<file path="config.mk">
export PLATFORM = sky130hd
export DESIGN_NAME = cabac_neighbour_ctrl
export DESIGN_NICKNAME = d
export VERILOG_FILES = /design/src/rtl/cabac_neighbour_ctrl_pkg.sv /design/src/rtl/cabac_neighbour_ctrl.sv
export SDC_FILE = /design/constraint.sdc
export NUM_CORES = 1
export LEC_CHECK = 0
export BUFFER_PORTS_ARGS = -buffer_cell sky130_fd_sc_hd__buf_2
export CELL_PAD_IN_SITES_DETAIL_PLACEMENT = 1
export CELL_PAD_IN_SITES_GLOBAL_PLACEMENT = 1
export CORE_ASPECT_RATIO = 1.4
export CORE_MARGIN = 4
export CORE_UTILIZATION = 40
export DETAILED_ROUTE_END_ITERATION = 12
export PLACE_DENSITY = 0.78
export SLEW_MARGIN = 0
export SYNTH_ARGS = -nofsm -noshare
export SYNTH_HDL_FRONTEND = slang
export SYNTH_SLANG_ARGS = --single-unit
</file>
<file path="constraint.sdc">
create_clock -name clk -period 1.6 [get_ports clk]
set_input_delay 0.32 -clock clk [delete_from_list [all_inputs] [get_ports clk]]
set_output_delay 0.32 -clock clk [all_outputs]
set_load 0.1 [all_outputs]
</file>
<file path="src/rtl/cabac_neighbour_ctrl_pkg.sv">
// Shared widths and FSM encoding for the CABAC top/left neighbour sequencer.
package cabac_neighbour_ctrl_pkg;

  localparam int unsigned PIC_X_WIDTH     = 8;
  localparam int unsigned PIC_Y_WIDTH     = 8;
  localparam int unsigned CABAC_NB_DATA_W = 8;

  typedef enum logic [2:0] {
    ST_IDLE  = 3'd0,
    ST_RD    = 3'd1,
    ST_CAP   = 3'd2,
    ST_READY = 3'd3,
    ST_WR    = 3'd4
  } nb_state_e;

endpackage

</file>
<file path="src/rtl/cabac_neighbour_ctrl.sv">
// Fetches/commits the per-column top neighbour word and tracks the left word per LCU.
// Optional sticky protocol-error flag err_o when CABAC_NEIGHBOUR_CHK_EN is defined.
module cabac_neighbour_ctrl
  import cabac_neighbour_ctrl_pkg::*;
#(
  parameter int unsigned DATA_W = CABAC_NB_DATA_W,
  parameter int unsigned X_W    = PIC_X_WIDTH,
  parameter int unsigned Y_W    = PIC_Y_WIDTH
) (
`ifdef CABAC_NEIGHBOUR_CHK_EN
  output logic              err_o,
`endif
  input  logic              clk,
  input  logic              rst_n,
  input  logic              start_i,
  input  logic [X_W-1:0]    lcu_x_i,
  input  logic [Y_W-1:0]    lcu_y_i,
  input  logic              upd_en_i,
  input  logic [DATA_W-1:0] upd_data_i,
  input  logic              done_i,
  output logic              rdy_o,
  output logic [DATA_W-1:0] top_data_o,
  output logic              top_valid_o,
  output logic [DATA_W-1:0] left_data_o,
  output logic              left_valid_o,
  output logic              r_en_o,
  output logic [X_W-1:0]    r_addr_o,
  input  logic [DATA_W-1:0] r_data_i,
  output logic              w_en_o,
  output logic [X_W-1:0]    w_addr_o,
  output logic [DATA_W-1:0] w_data_o
);

  nb_state_e         state_q, state_d;
  logic [X_W-1:0]    x_q, x_d;
  logic [Y_W-1:0]    y_q, y_d;
  logic [DATA_W-1:0] upd_q, upd_d;
  logic [DATA_W-1:0] left_q, left_d;
  logic              rdy_q, rdy_d;
  logic [DATA_W-1:0] top_data_q, top_data_d;
  logic              top_valid_q, top_valid_d;
  logic [DATA_W-1:0] left_data_q, left_data_d;
  logic              left_valid_q, left_valid_d;
  logic              r_en_q, r_en_d;
  logic [X_W-1:0]    r_addr_q, r_addr_d;
  logic              w_en_q, w_en_d;
  logic [X_W-1:0]    w_addr_q, w_addr_d;
  logic [DATA_W-1:0] w_data_q, w_data_d;
  logic              launch;
  logic [DATA_W-1:0] left_src;
`ifdef CABAC_NEIGHBOUR_CHK_EN
  logic              err_q, err_d;
`endif

  always_ff @(posedge clk or negedge rst_n) begin
    if (!rst_n) begin
      state_q      <= ST_IDLE;
      x_q          <= '0;
      y_q          <= '0;
      upd_q        <= '0;
      left_q       <= '0;
      rdy_q        <= 1'b0;
      top_data_q   <= '0;
      top_valid_q  <= 1'b0;
      left_data_q  <= '0;
      left_valid_q <= 1'b0;
      r_en_q       <= 1'b0;
      r_addr_q     <= '0;
      w_en_q       <= 1'b0;
      w_addr_q     <= '0;
      w_data_q     <= '0;
`ifdef CABAC_NEIGHBOUR_CHK_EN
      err_q        <= 1'b0;
`endif
    end else begin
      state_q      <= state_d;
      x_q          <= x_d;
      y_q          <= y_d;
      upd_q        <= upd_d;
      left_q       <= left_d;
      rdy_q        <= rdy_d;
      top_data_q   <= top_data_d;
      top_valid_q  <= top_valid_d;
      left_data_q  <= left_data_d;
      left_valid_q <= left_valid_d;
      r_en_q       <= r_en_d;
      r_addr_q     <= r_addr_d;
      w_en_q       <= w_en_d;
      w_addr_q     <= w_addr_d;
      w_data_q     <= w_data_d;
`ifdef CABAC_NEIGHBOUR_CHK_EN
      err_q        <= err_d;
`endif
    end
  end

  always_comb begin
    state_d      = state_q;
    x_d          = x_q;
    y_d          = y_q;
    upd_d        = upd_q;
    left_d       = left_q;
    rdy_d        = 1'b0;
    top_data_d   = top_data_q;
    top_valid_d  = top_valid_q;
    left_data_d  = left_data_q;
    left_valid_d = left_valid_q;
    r_en_d       = 1'b0;
    r_addr_d     = '0;
    w_en_d       = 1'b0;
    w_addr_d     = '0;
    w_data_d     = '0;
    launch       = 1'b0;
    // A launch straight out of WR must see the word being committed this cycle.
    left_src     = (state_q == ST_WR) ? upd_q : left_q;

    unique case (state_q)
      ST_IDLE: launch = start_i;
      ST_RD:   state_d = ST_CAP;
      ST_CAP: begin
        state_d      = ST_READY;
        rdy_d        = 1'b1;
        top_data_d   = r_data_i;
        top_valid_d  = 1'b1;
        left_valid_d = (x_q != '0);
        left_data_d  = (x_q != '0) ? left_q : '0;
      end
      ST_READY: begin
        rdy_d = 1'b1;
        if (upd_en_i) upd_d = upd_data_i;
        if (done_i) begin
          state_d  = ST_WR;
          rdy_d    = 1'b0;
          w_en_d   = 1'b1;
          w_addr_d = x_q;
          w_data_d = upd_en_i ? upd_data_i : upd_q;
        end
      end
      ST_WR: begin
        state_d = ST_IDLE;
        left_d  = upd_q;
        launch  = start_i;
      end
      default: state_d = ST_IDLE;
    endcase

    // New LCU: fetch the top word unless on the first row.
    if (launch) begin
      x_d          = lcu_x_i;
      y_d          = lcu_y_i;
      upd_d        = '0;
      top_data_d   = '0;
      top_valid_d  = 1'b0;
      left_data_d  = '0;
      left_valid_d = 1'b0;
      if (y_d != '0) begin
        state_d  = ST_RD;
        r_en_d   = 1'b1;
        r_addr_d = lcu_x_i;
      end else begin
        state_d      = ST_READY;
        rdy_d        = 1'b1;
        left_valid_d = (lcu_x_i != '0);
        left_data_d  = (lcu_x_i != '0) ? left_src : '0;
      end
    end

`ifdef CABAC_NEIGHBOUR_CHK_EN
    err_d = err_q;
    if (start_i && (state_q == ST_RD || state_q == ST_CAP || state_q == ST_READY)) err_d = 1'b1;
    if ((done_i || upd_en_i) && state_q != ST_READY) err_d = 1'b1;
`endif
  end

  assign rdy_o        = rdy_q;
  assign top_data_o   = top_data_q;
  assign top_valid_o  = top_valid_q;
  assign left_data_o  = left_data_q;
  assign left_valid_o = left_valid_q;
  assign r_en_o       = r_en_q;
  assign r_addr_o     = r_addr_q;
  assign w_en_o       = w_en_q;
  assign w_addr_o     = w_addr_q;
  assign w_data_o     = w_data_q;
`ifdef CABAC_NEIGHBOUR_CHK_EN
  assign err_o        = err_q;
`endif

endmodule

</file>
==> reports/qor.yml, run 1 <==
outcome: "finished, final reports clean"
rsz0062_at_grt: "no"
hp-class: "input pin to flop"
r2r_slack_ns: 0.11
syn_avg_cell_area_um2: 13.51
synth_top_family_by_area: "compound AO/OA/AOI/OAI gates"
place_congestion: 0.7600
yosysSeqAreaShare_pct: 64.43
io_pins: 82
max_stage_delay_ns: 0.45
htreeDepth: 3
synthXorXnorAreaFrac_pct: 0
end_kind: "output port"
cts_inserted_buffers: 9
crit_slowest_cell: "buf_2"
numPortBuffers: 81
overflow: 0
path_class: "flop to output port"
grt_use_total_pct: 17.18
grt_pass1_vias: 2124
pre_cts_slack_ns: 0.007931
netlist_area_um2: 2796
fin_crit_sh_pct: 94.00
layout_common_cells: "buf_2 (81), dfrtp_1 (72), and2_1 (17), mux2i_1 (16), a22o_1 (16)"
cts-root-buf: "clkbuf_8"
worstHoldEndpoint: "top_data_o[2]"
path_clk_slew_ns: 0.08
finish.utilization_pct: 53.45
critPathBufInv: 1
hpwl_mm: 5.035
path_cells: "buf_2"
antenna_found_initial: 0
fillers: 725
fin_ws_ns: 0.09605
cts.sinks: 72
start_util_pct: 41.74
seqCellArea_um2: 1802
die_h_um: 106.9
antennaDiodeCount: 0
routed_via_density: 5.000
worst_ep_required_time_ns: 1.28
drc: 0
muxShareOfSynthArea_pct: 8.949
synth-compound-area-share_pct: 11.59
core_area_um2: 6700
cts_tree: "built"
yosys.area_share.simple_pct: 11.01
postRouteAntennaNets: 0
regToRegEndpoint: "left_data_o[1]"
worst_slew_pin_slew_ns: 0.5553
max-clock-path-buffers: 2
drive_gt1_share_pct: 41.88
multiInputGateArea_um2: 893.4
synth_ff_type: "dfrtp_1"
hold_violations: 0
insertion_delay_ns: 0.35
wl_mm: 6.806
synthAdderAreaFrac_pct: 0
setup_tns_ns: 0
areaGrowthSynthToFinish_pct: 28.05
max-cap-violations: 0
synth_seq_cells: 72
synth-edff-count: 0
min_period_ns: 1.504
final_common_cell: "buf_2"
synth.distinct_cells: 27
cpLargestDelayFamily: "buffers and inverters"
wire_per_inst_um: 17.02
nets: 340
critPathMaxFanout: 3
syn-num-nets: 244
die_x_um: 78.67
hold_start: "r_data_i[2]"
grt_max_degree: 73
synthCells: 207
fmax_ghz: 0.6649
grt_pass1_wl_mm: 10.93
slew_viol_final: 0
startpoint_type: "flop"
slew_headroom_pct: 62.84
drt_pre_antenna_iters: 4
finClkSkew_ns: 0.007764
r2r-start: "state_q[0]"
rr_worst_depth: 5
num_vias: 2000
num_rows: 35
setup_viol: 0
die-area_um2: 8412
ys_async_sr_fraction_pct: 100.0
drt_iter0_drc: 84
yosys_warnings: 0
arrival_ns: 1.18
hold_depth: 2
-- synth_stat cells, types with 3 or more instances --
cell type | number | area [µm²]
a21oi_1 | 4 | 20.02
a22o_1 | 16 | 140.1
and2_1 | 17 | 106.4
buf_2 | 3 | 15.01
buf_6 | 5 | 56.30
dfrtp_1 | 72 | 1802
inv_1 | 9 | 33.78
mux2_2 | 8 | 90.09
mux2i_1 | 16 | 160.2
nand2_1 | 7 | 26.28
nand2b_1 | 3 | 18.77
nor2_1 | 12 | 45.04
nor4_1 | 4 | 25.02
o22ai_1 | 14 | 87.58
-- layout make-up --
| class | instances | area share [%] |
|---|---|---|
| Sequential cell | 72 | 50.31 |
| Multi-Input combinational cell | 116 | 24.95 |
| Timing Repair Buffer | 94 | 14.81 |
| Clock buffer | 9 | 3.459 |
| Tap cell | 92 | 3.215 |
| Clock inverter | 7 | 2.201 |
| Inverter | 10 | 1.048 |
-- timing repair --
item / in CTS / in global routing
resized for setup: 0 / 3
hold endpoints to repair: 14 / 0
hold buffers: 1 / 0
buffers inserted: 0 / 0
setup endpoints to repair: 0 / 15
-- per-stage QoR --
step | std cells | hold WS (ns) | area [µm²]
final | 400 | 0.1931 | 3581
after global routing | 400 | 0.1887 | 3581
after CTS | 400 | 0.1801 | 3570
after detailed placement | 383 | 0.3768 | 3357
after global placement | 383 | 0.3767 | 3357
after floorplan | 207 | 0.02441 | 2796
-- per-layer routing --
layer	part of all wire, %	GRT usage [%]	vias up
li1	-	-	921
met1	40	20.18	1006
met2	52	28.86	63
met3	6.3	4.118	10
met4	2.1	9.000	0
met5	0	0	-
-- sequential cells by signal, summed over array words and instances (netlist names) --
signal        cells
left_data_o       8
left_q            8
r_addr_o          8
top_data_o        8
upd_q             8
w_addr_o          8
w_data_o          8
x_q               8
state_q           3
left_valid_o      1
r_en_o            1
rdy_o             1
top_valid_o       1
w_en_o            1
-- kinds of logic (layout without fill, tap and decap cells) --
family | Yosys count | in the layout
AOI/OAI and AO/OA | 41 | 41
buffers and inverters | 19 | 120
DFF | 72 | 72
muxes | 24 | 24
and+or+nand+nor | 51 | 51
-- worst max-delay path by stage --
stage                               from              to  slack (ns)  depth (start not counted)
after floorplan               state_q[2]  left_data_o[6]        0.15                          6
after global placement        lcu_y_i[1]  left_data_o[1]        0.07                          5
after detailed placement      lcu_y_i[1]  left_data_o[1]       0.008                          5
after CTS                     state_q[0]     r_addr_o[1]        0.02                          4
after global routing          state_q[0]  left_data_o[1]      0.0003                          5
final                     left_data_o[6]  left_data_o[6]         0.1                          1
Power of run 1 is not shown: default switching activity piles up to over one toggle a cycle in this logic, so the estimate is an artifact.
==> run 2: changes to the inputs <==
--- a/config.mk
+++ b/config.mk
@@ -13,6 +13,7 @@
 export CORE_UTILIZATION = 40
 export DETAILED_ROUTE_END_ITERATION = 12
 export PLACE_DENSITY = 0.78
+export SETUP_SLACK_MARGIN = 0.2
 export SLEW_MARGIN = 0
 export SYNTH_ARGS = -nofsm -noshare
 export SYNTH_HDL_FRONTEND = slang
==> run 2 against run 1 <==
  * Via count increased by 2.6%
  * Register-to-register slack about the same
  * Global-route usage increased by 1.2 points
  * Clock skew increased by 0.0012 ns
  * Flip-flop and latch count unchanged
  * Hold slack got worse by 0.0024 ns
  * Worst setup slack improved by 0.026 ns
  * Routed wire length increased by 11%
  * Core utilization increased by 5.1 points
  * Largest cell class unchanged
==> reports/qor.yml, run 2 (synthesis results as in run 1) <==
final_common_cell: "dfrtp_1"  # was buf_2
slew_headroom_pct: 73.51  # was 62.84%
areaGrowthSynthToFinish_pct: 40.22  # was 28.05%
die_x_um: 78.67  # unchanged
core_area_um2: 6700  # unchanged
nets: 346  # was 340
cts.sinks: 72  # unchanged
num_rows: 35  # unchanged
fin_area_um2: 3921  # was 3581 µm²
pre_cts_slack_ns: -0.01058  # was 0.007931 ns
max_stage_delay_ns: 0.45  # about the same
start_util_pct: 41.74  # unchanged
arrival_ns: 1.70  # was 1.18 ns
cts_tree: "built"  # unchanged
drt_pre_antenna_iters: 4  # unchanged
hold_violations: 0  # unchanged
die_h_um: 106.9  # unchanged
io_pins: 82  # unchanged
slew_viol_final: 0  # unchanged
path_class: "flop to flop"  # was flop to output port
path_cells: "nor2_4 > and2_4 > buf_12 > mux2i_4 > o22ai_1"  # was buf_2
hp-class: "input pin to flop"  # unchanged
cp-endpoint: "left_data_o[5]"  # was left_data_o[6]
rr_worst_depth: 5  # unchanged
insertion_delay_ns: 0.34  # was 0.35 ns
place_congestion: 0.8095  # was 0.7600
path_clk_slew_ns: 0.08  # about the same
fin_ws_ns: 0.1217  # was 0.09605 ns
drc: 0  # unchanged
num_vias: 2051  # was 2000
grt_max_degree: 32  # was 73
grt_pass1_vias: 2258  # was 2124
placed_cell_area_um2: 3374  # was 3357 µm²
regToRegEndpoint: "left_data_o[5]"  # was left_data_o[1]
worst_ep_required_time_ns: 1.82  # was 1.28 ns
htreeDepth: 3  # unchanged
wl_mm: 7.587  # was 6.806 mm
cts_inserted_buffers: 9  # unchanged
hold_start: "done_i"  # was r_data_i[2]
end_kind: "flop"  # was output port
seqCellArea_um2: 1804  # was 1802 µm²
fillers: 710  # was 725
crit_slowest_cell: "dfrtp_2"  # was buf_2
overflow: 0  # unchanged
setup_viol: 0  # unchanged
worst_slew_pin_slew_ns: 0.3973  # was 0.5553 ns
numPortBuffers: 81  # unchanged
postRouteAntennaNets: 0  # unchanged
layout_common_cells: "dfrtp_1 (70), buf_4 (59), buf_2 (35), and2_1 (16), a22o_1 (16)"  # was buf_2 (81), dfrtp_1 (72), and2_1 (17), mux2i_1 (16), a22o_1 (16)
multiInputGateArea_um2: 1062  # was 893.4 µm²
finClkSkew_ns: 0.008922  # was 0.007764 ns
max-cap-violations: 0  # unchanged
wire_per_inst_um: 18.69  # was 17.02 µm
grt_pass1_wl_mm: 11.63  # was 10.93 mm
cts-root-buf: "clkbuf_8"  # unchanged
antenna_found_initial: 0  # unchanged
fin_crit_sh_pct: 92.39  # was 94.00%
r2r-start: "state_q[0]"  # unchanged
routed_via_density: 5.052  # was 5.000
drive_gt1_share_pct: 49.36  # was 41.88%
r2r_slack_ns: 0.12  # was 0.11 ns
outcome: "finished, final reports clean"  # unchanged
drt_iter0_drc: 83  # was 84
crit_cells: 5  # was 1
min_period_ns: 1.478  # was 1.504 ns
setup_tns_ns: 0  # unchanged
antennaDiodeCount: 0  # unchanged
hold_depth: 2  # unchanged
hpwl_mm: 5.062  # was 5.035 mm
rsz0062_at_grt: "yes"  # was no
startpoint_type: "flop"  # unchanged
max-clock-path-buffers: 2  # unchanged
cp-startpoint: "state_q[0]"  # was left_data_o[6]
critPathMaxFanout: 8  # was 3
grt_use_total_pct: 18.33  # was 17.18%
fmax_ghz: 0.6765  # was 0.6649 GHz
cpLargestDelayFamily: "flip-flops"  # was buffers and inverters
critPathBufInv: 1  # unchanged
die-area_um2: 8412  # unchanged
## run 2: worst min path at each step
stage,slack (ns),endpoint
floorplan,0.02,left_data_o[0]
detailed placement,0.27,w_addr_o[0]
finish,0.19,state_q[0]
CTS,0.18,top_data_o[2]
global route,0.19,top_data_o[2]
global placement,0.28,left_data_o[1]
## run 2: area by class of cell
cell class,instances,area share (%)
clock buffers,10,3.510
clock inverters,6,2.106
inverters,10,1.021
multi-input cells,118,27.09
flip-flops and latches,72,46.01
well taps,92,2.936
repair buffers,98,17.33
## run 2: per-stage QoR
stage	utilization, %	hold WS, ns	cells
finish	58.52	0.1907	406
global route	58.52	0.1876	406
CTS	56.66	0.1826	403
detailed placement	50.36	0.2736	384
global placement	50.36	0.2754	384
floorplan	-	0.02441	207
## run 2: timing repair
action,CTS,global route
endpoints found under the hold margin,29,0
hold buffers,1,0
resized for setup,61,19
pin swaps,3,11
buffers inserted,1,2
setup endpoints to repair,78,29
cloned,1,1
## run 2: per-layer routing
layer | global-route usage (%) | vias up | routed length (µm)
li1 | - | 939 | -
met1 | 20.10 | 1039 | 2785
met2 | 31.71 | 57 | 4225
met3 | 4.874 | 16 | 374
met4 | 10.25 | 0 | 201
met5 | 0 | - | 0
## run 2: worst reg2reg max path, stage by stage (launching register included)
cell and delay (ns):
dfrtp_2 0.45, nor2_4 0.17, and2_4 0.17, buf_12 0.16, mux2i_4 0.27, o22ai_1 0.13
Power of run 2 is left out for the same reason.
==> run 3: changes to the inputs <==
--- a/config.mk
+++ b/config.mk
@@ -13,6 +13,7 @@
 export CORE_UTILIZATION = 40
 export DETAILED_ROUTE_END_ITERATION = 12
 export PLACE_DENSITY = 0.78
+export REMOVE_ABC_BUFFERS = 1
 export SETUP_SLACK_MARGIN = 0.2
 export SLEW_MARGIN = 0
 export SYNTH_ARGS = -nofsm -noshare
==> run 3 against run 2 <==
  * Critical path depth unchanged
  * Flip-flop and latch count is the same
  * Routed wire length is 3.0% higher
  * Final cell count increased by 0.74%
  * Worst setup slack better by 0.028 ns
  * Clock skew grew 0.0019 ns
  * Register-to-register slack gained 0.03 ns
==> reports/qor.yml, run 3 (synthesis results as in run 1) <==
rsz0062_at_grt: "yes"  # unchanged
grt_pass1_wl_mm: 12.20  # was 11.63 mm
core_area_um2: 6700  # unchanged
setup_viol: 0  # unchanged
wl_met1_mm: 2.940  # was 2.785 mm
route.met2.wl_mm: 4.409  # was 4.225 mm
wire_per_inst_um: 19.11  # was 18.69 µm
cp-startpoint: "state_q[2]"  # was state_q[0]
antennaDiodeCount: 0  # unchanged
hpwl_mm: 5.203  # was 5.062 mm
top_layer_used: "met4"  # unchanged
start_util_pct: 41.74  # unchanged
max-cap-violations: 0  # unchanged
insertion_delay_ns: 0.35  # was 0.34 ns
postRouteAntennaNets: 0  # unchanged
r2r-start: "state_q[2]"  # was state_q[0]
slew_headroom_pct: 74.22  # was 73.51%
wl_mm: 7.814  # was 7.587 mm
place_congestion: 0.7966  # was 0.8095
num_vias: 2097  # was 2051
routed_via_density: 5.127  # was 5.052
worst_slew_pin_slew_ns: 0.3867  # was 0.3973 ns
hold_violations: 0  # unchanged
final_cells: 409  # was 406
nets: 349  # was 346
die_h_um: 106.9  # unchanged
die_x_um: 78.67  # unchanged
drt_iter0_drc: 127  # was 83
min_period_ns: 1.451  # was 1.478 ns
cpLargestDelayFamily: "simple AND/OR/NAND/NOR gates"  # was flip-flops
met3_length_um: 367  # was 374 µm
cts-root-buf: "clkbuf_8"  # unchanged
drt_pre_antenna_iters: 4  # unchanged
io_pins: 82  # unchanged
grt_use_total_pct: 18.93  # was 18.33%
placed_cell_area_um2: 3354  # was 3374 µm²
cts.sinks: 72  # unchanged
path_clk_slew_ns: 0.08  # about the same
slew_viol_final: 0  # unchanged
path_cells: "nand2b_4 > or2_4 > buf_4 > o22ai_1 > o32ai_2"  # was nor2_4 > and2_4 > buf_12 > mux2i_4 > o22ai_1
cts_inserted_buffers: 9  # unchanged
max_stage_delay_ns: 0.42  # was 0.45 ns
finClkSkew_ns: 0.01084  # was 0.008922 ns
rr_worst_depth: 5  # unchanged
regToRegEndpoint: "left_data_o[6]"  # was left_data_o[5]
fin_area_um2: 3923  # was 3921 µm²
drive_gt1_share_pct: 49.84  # was 49.36%
antenna_found_initial: 0  # unchanged
hp-class: "input pin to flop"  # unchanged
final_common_cell: "dfrtp_1"  # unchanged
r2r_slack_ns: 0.15  # was 0.12 ns
path_class: "flop to flop"  # unchanged
cp-endpoint: "left_data_o[6]"  # was left_data_o[5]
end_kind: "flop"  # unchanged
critPathBufInv: 1  # unchanged
num_rows: 35  # unchanged
arrival_ns: 1.68  # was 1.70 ns
crit_cells: 5  # unchanged
worst_ep_required_time_ns: 1.83  # was 1.82 ns
numPortBuffers: 81  # unchanged
placed_cells: 384  # unchanged
htreeDepth: 3  # unchanged
grt_pass1_vias: 2309  # was 2258
cts_tree: "built"  # unchanged
areaGrowthSynthToFinish_pct: 40.27  # was 40.22%
grt_max_degree: 46  # was 32
overflow: 0  # unchanged
outcome: "finished, final reports clean"  # unchanged
critPathMaxFanout: 9  # was 8
crit_slowest_cell: "dfrtp_1"  # was dfrtp_2
die-area_um2: 8412  # unchanged
fmax_ghz: 0.6894  # was 0.6765 GHz
drc: 0  # unchanged
max-clock-path-buffers: 2  # unchanged
startpoint_type: "flop"  # unchanged
fin_crit_sh_pct: 90.66  # was 92.39%
layout_common_cells: "dfrtp_1 (70), buf_4 (60), buf_2 (36), and2_1 (16), a22o_1 (16)"  # was dfrtp_1 (70), buf_4 (59), buf_2 (35), and2_1 (16), a22o_1 (16)
==> run 3: changes by cell type in the layout (fill, tap and decap cells not counted), sizes merged <==
cell | before | now
clkinvlp | 1 | 3
buf | 97 | 102
bufinv | 2 | 0
o21ai | 3 | 2
or2 | 3 | 2
==> run 3: metal layers <==
metal,track usage (%),vias up
met4,6.875,0
li1,-,936
met1,22.79,1086
met3,4.622,10
met2,32.62,65
met5,0,-
==> run 3: worst min-delay path by stage <==
stage	start	cells after the start	slack, ns	to
5_1_grt	r_data_i[1]	2	0.17	top_data_o[1]
3_3_place_gp	rst_n	1	0.26	x_q[7]
3_5_place_dp	rst_n	1	0.27	x_q[7]
2_1_floorplan	rst_n	0	0.02	left_data_o[0]
6_report	r_data_i[1]	2	0.19	top_data_o[1]
4_1_cts	r_data_i[1]	2	0.18	top_data_o[1]
==> run 3: final cells by class <==
class                   instances  area, µm²
clock buffers                  10      137.6
clock inverters                 6      45.04
fillers                       677       2778
inverters                      10      40.04
multi-input cells             116       1047
flip-flops and latches         72       1804
well taps                      92      115.1
repair buffers                103      733.2
==> run 3: timing repair <==
item,in CTS,in global routing
endpoints found under the setup margin,85,29
setup buffers,3,4
hold buffers,1,0
hold endpoints to repair,27,0
cloned,0,1
pin swaps,6,12
resized for setup,67,20
==> run 3: worst reg2reg max path, stage by stage, from the launching register on <==
cell and delay, ns:
dfrtp_1 0.42, nand2b_4 0.19, or2_4 0.26, buf_4 0.18, o22ai_1 0.19, o32ai_2 0.10
==> run 3: through the flow <==
step / hold WS [ns] / setup WS (ns) / setup TNS (ns) / util (%)
after global routing: 0.1736 / 0.1007 / 0 / 58.54
after CTS: 0.1837 / 0.1636 / 0 / 56.49
after global placement: 0.2593 / 0.04506 / 0 / 50.07
after detailed placement: 0.2724 / -0.01806 / -0.01806 / 50.07
after floorplan: 0.02441 / 0.06600 / 0 / -
final: 0.1931 / 0.1494 / 0 / 58.54
Power of run 3 is left out for the same reason.
